--- src/rtl/reg_file_wb.sv ---
// Integer register file at the writeback end: 2 read ports, load scoreboard, write counter.
// Optional macro REGFILE_BYPASS_EN enables same-cycle write-through bypass and stall masking.
module reg_file_wb #(
    parameter int XLEN = 64,
    parameter int NREG = 32,
    parameter int CNTW = 32
) (
    input  logic                   clk,
    input  logic                   rst,
    input  logic [4:0]             rs1_addr,
    input  logic [4:0]             rs2_addr,
    output logic signed [XLEN-1:0] rs1_data,
    output logic signed [XLEN-1:0] rs2_data,
    input  logic [4:0]             write_register_in,
    input  logic signed [XLEN-1:0] write_data_in,
    input  logic                   RegWrite_in,
    input  logic                   MemToReg_in,
    input  logic                   load_issue,
    input  logic [4:0]             load_rd,
    output logic                   load_use_stall,
    output logic [CNTW-1:0]        wr_count
);

    logic [XLEN-1:0] regs [NREG];
    logic [NREG-1:0] pend;
    logic [NREG-1:0] pend_nxt;
    logic            wr_en;
    logic            ld_wb;
    logic            hit1;
    logic            hit2;

    assign wr_en = RegWrite_in && (write_register_in != 5'd0);
    assign ld_wb = RegWrite_in && MemToReg_in;

    // Commit writeback data; x0 is never written so it stays zero.
    always_ff @(posedge clk or posedge rst) begin
        if (rst) begin
            for (int i = 0; i < NREG; i++) begin
                regs[i] <= '0;
            end
        end else if (wr_en) begin
            regs[write_register_in] <= write_data_in;
        end
    end

    // Count committed non-x0 writes, wrapping naturally.
    always_ff @(posedge clk or posedge rst) begin
        if (rst) begin
            wr_count <= '0;
        end else if (wr_en) begin
            wr_count <= wr_count + CNTW'(1);
        end
    end

    // Scoreboard next state: clear on load writeback, then set so a newer load wins.
    always_comb begin
        pend_nxt = pend;
        if (ld_wb) begin
            pend_nxt[write_register_in] = 1'b0;
        end
        if (load_issue && (load_rd != 5'd0)) begin
            pend_nxt[load_rd] = 1'b1;
        end
        pend_nxt[0] = 1'b0;
    end

    // Scoreboard register.
    always_ff @(posedge clk or posedge rst) begin
        if (rst) begin
            pend <= '0;
        end else begin
            pend <= pend_nxt;
        end
    end

    // Read port 1: array, x0 forced to zero, optional write-through.
    always_comb begin
        rs1_data = '0;
        if (rs1_addr != 5'd0) begin
            rs1_data = regs[rs1_addr];
`ifdef REGFILE_BYPASS_EN
            if (wr_en && (write_register_in == rs1_addr)) begin
                rs1_data = write_data_in;
            end
`endif
        end
    end

    // Read port 2: array, x0 forced to zero, optional write-through.
    always_comb begin
        rs2_data = '0;
        if (rs2_addr != 5'd0) begin
            rs2_data = regs[rs2_addr];
`ifdef REGFILE_BYPASS_EN
            if (wr_en && (write_register_in == rs2_addr)) begin
                rs2_data = write_data_in;
            end
`endif
        end
    end

    // Load-use hazard: a source waits on a pending load unless its writeback lands now.
    always_comb begin
        hit1 = pend[rs1_addr] && (rs1_addr != 5'd0);
        hit2 = pend[rs2_addr] && (rs2_addr != 5'd0);
`ifdef REGFILE_BYPASS_EN
        if (ld_wb && (write_register_in == rs1_addr)) begin
            hit1 = 1'b0;
        end
        if (ld_wb && (write_register_in == rs2_addr)) begin
            hit2 = 1'b0;
        end
`endif
        load_use_stall = hit1 || hit2;
    end

endmodule
--- config.mk ---
export PLATFORM = sky130hd
export DESIGN_NAME = reg_file_wb
export DESIGN_NICKNAME = d
export VERILOG_FILES = /design/src/rtl/reg_file_wb.sv
export SDC_FILE = /design/constraint.sdc
export NUM_CORES = 2
export LEC_CHECK = 0
export CORE_UTILIZATION = 55
export DETAILED_ROUTE_END_ITERATION = 10
export HOLD_SLACK_MARGIN = 0.1
export PLACE_DENSITY = 0.73
export SLEW_MARGIN = 0
export SYNTH_ARGS = -nofsm -noshare
export SYNTH_HDL_FRONTEND = slang
export SYNTH_SLANG_ARGS = --single-unit
--- constraint.sdc ---
create_clock -name clk -period 108.7 [get_ports clk]
set_clock_uncertainty 0.1 [all_clocks]
set_input_delay 21.74 -clock clk [delete_from_list [all_inputs] [get_ports clk]]
set_output_delay 21.74 -clock clk [all_outputs]
set_load 0.05 [all_outputs]
==> results.toml <==
[global_routing]
use_met2 = 0.501
busiest_layer = "met2"
grt_pass1_vias = 69600
grt_pass1_wl_um = 473000
grtUsageMet3 = 0.0589
grt_use_total = 0.314
grt_max_degree = 173
met1_usage = 0.431
antenna_found_initial = 27
overflow = 0

[sta]
fmax_ghz = 0.0204
fin_crit_ns = 48.92
slew-limit-headroom = 0.176
fin_ws_ns = 59.78
setup_tns_ns = 0
drv_slew = 0
min_period_over_period = 0.450
tightestPinTransition_ns = 1.24
hold_viol = 0
rsz0062_at_grt = "no"
setup_viol = 0

[layout]
num-nets-final = 6800
instances_no_fill = 9567
syn2layout_area_growth_pct = 10.2
utilization = 0.612
drive_gt1_frac = 0.552

[power]
p_leak_uw = 0.0522
peakVddDrop_mv = 0.0187
pwr_density_cell_nw_per_um2 = 19.5

[die]
ios = 250
die_x_um = 452
initial_core_util = 0.555
coreArea_um2 = 200000
die_y_um = 452
die_area_um2 = 204000
std_cell_rows = 164

[setup_path]
cp.arrival_ns = 27.08
path_class = "input pin to primary output"
crit_path_end_kind = "primary output"
r2r_start = "wr_count[6]$_DFFE_PP0P_"
crit_path_start = "rs2_addr[0]"
cp_max_fo = 115
reg2regPathDepth = 5
required_ns = 86.86
start_kind = "input pin"

[clocking]
cts.sinks = 2111
clk_latency_ns = 0.87
clkSlewWorstSetupHoldPaths_ns = 0.06
cts_hold_buf = 0
cts_resized = 0
cts_inserted_buffers = 221
cts_buffer_depth = 3
cts_setup_buffers = 0
htreeDepth = 4
cts_tree = "yes"
cts_root_buffer = "clkbuf_16"

[route]
vias_per_cell = 6.94
drtIter0Drc = 6385
drcViolationCount = 0
ant_nets = 0
dr.pass1.iters = 5
wirelength_um = 314000
vias = 66400
wl_per_cell_um = 32.8

[outcome]
status = "completed"

[min_path]
min_path_cells = 0
min_from = "regs[2006]$_DFFE_PP0P_"
hp-class = "flop to flop"

[place]
dp_slack_ns = 59.68
dp_hpwl_um = 169000
gp_routability_congestion = 0.821
dp.cells = 9143
portBuffers = 249

[run]
cap_violations = 0

[synth]
syn_nets = 6986
postSynthAreaPerCell_um2 = 16.1
syn_area_um2 = 111000
yosysWarnings = 0
synth_area_leaders = "dfrtp_1 47%, mux4_2 25%, mux2_2 20%"
postSynthCellCount = 6896
yosys.area.top_type_share = 0.474
yosysTopAreaCell = "dfrtp_1"
synthDistinctLibCells = 50
yosysSeqAreaShare = 0.474
ys_seq_elements = 2111
## cells in the final DEF (no fill, tap or decap), types with 14 or more instances in the layout
master / count
xor2_1: 14
inv_1: 100
bufinv_16: 32
dfrtp_1: 2111
mux2_2: 1997
mux2i_1: 41
nand3_1: 21
mux2_1: 26
o21ai_1: 124
mux4_2: 1256
o21ai_0: 62
diode_2: 14
nor2_1: 56
xnor2_1: 17
clkdlybuf4s50_1: 239
nand2_1: 141
clkbuf_8: 50
buf_4: 121
clkbuf_1: 32
clkbuf_16: 224
clkinv_2: 42
a21oi_1: 37
## logic make-up (layout without fill, tap and decap cells)
logic type               Yosys count  in the layout  share of synthesized area
multiplexers                    3320           3320                      0.462
flip-flops                      2111           2111                      0.474
buffers and inverters            886            887                     0.0371
AO/OA/AOI/OAI                    242            242                     0.0115
XOR/XNOR                          31             31                    0.00244
adder cells (fa/ha/maj)            1              1                   0.000112
other                              0             14                          0
AND/OR/NAND/NOR                  305            305                     0.0123
## synthesized netlist by cell type, drive strengths merged
cell     instances
a211oi           1
a21oi           37
a221o            2
a2bb2oi          1
a311oi           1
a31oi            3
and2             5
and3             5
and4             5
buf            432
clkbuf         350
clkinv           2
dfrtp         2111
ha               1
inv            102
mux2          2023
mux2i           41
mux4          1256
nand2          154
nand2b           1
nand3           22
nand3b          10
nand4            9
nor2            69
nor2b            5
nor3             6
nor3b            1
nor4             1
o2111ai          2
o211a            1
o21ai          187
o22ai            4
o31ai            1
o41ai            2
or2              1
or3              7
or3b             3
or4              1
xnor2           17
xor2            14
## flip-flops by register name, indices dropped and copies added (netlist names)
name	flops
pend	31
regs	2048
wr_count	32
## area by class of cell
type                       instances  area, µm²
antenna                           14       35.0
multi-input combinational       3899      54700
tap                             2656       3320
inverter                         104        405
clock buffer                     306       6410
clock inverter                   104       1510
timing repair buffer             373       3530
sequential                      2111      52800
fill                           14600      77800
## routing by layer
metal | up-vias | part of all wire | routed length, µm
met5 | - | 0.00041 | 129
met4 | 16 | 0.038 | 11800
met3 | 614 | 0.075 | 23500
met2 | 2800 | 0.49 | 154000
met1 | 36600 | 0.40 | 125000
li1 | 26300 | - | -
## power by group
part | switching (µW) | leakage (µW) | internal [µW] | total [µW]
clock | 330 | 0.00389 | 488 | 818
combinational | 221 | 0.0213 | 308 | 529
sequential | 110 | 0.0271 | 935 | 1050
total | 662 | 0.0522 | 1730 | 2390
## worst max-delay path, cell delays in order
cell	delay (ns)
buf_8	0.56
buf_4	0.80
buf_4	0.79
buf_12	0.77
mux4_2	0.61
mux4_2	0.50
nand2_1	0.11
o21ai_1	0.23
clkdlybuf4s50_1	0.82
## metrics by stage
stage | hold WS, ns | cell area [µm²] | power [µW]
after floorplan | 0.341 | 111000 | 1450
after global placement | 0.276 | 115000 | 1560
after detailed placement | 0.282 | 115000 | 1580
after CTS | 0.297 | 123000 | 2400
after global routing | 0.307 | 123000 | 2490
final | 0.295 | 123000 | 2390
## final timing paths
path / to / slack, ns
hold reg to reg: regs[2006]$_DFFE_PP0P_ / 0.29
max in group asynchronous: regs[775]$_DFFE_PP0P_ / 82.20
hold / removal: regs[2006]$_DFFE_PP0P_ / 0.29
setup reg to reg: wr_count[20]$_DFFE_PP0P_ / 106.41
min in group asynchronous: regs[1585]$_DFFE_PP0P_ / 21.34
setup / recovery: rs2_data[62] / 59.78
No activity file was read; power rests on OpenSTA's default activity.
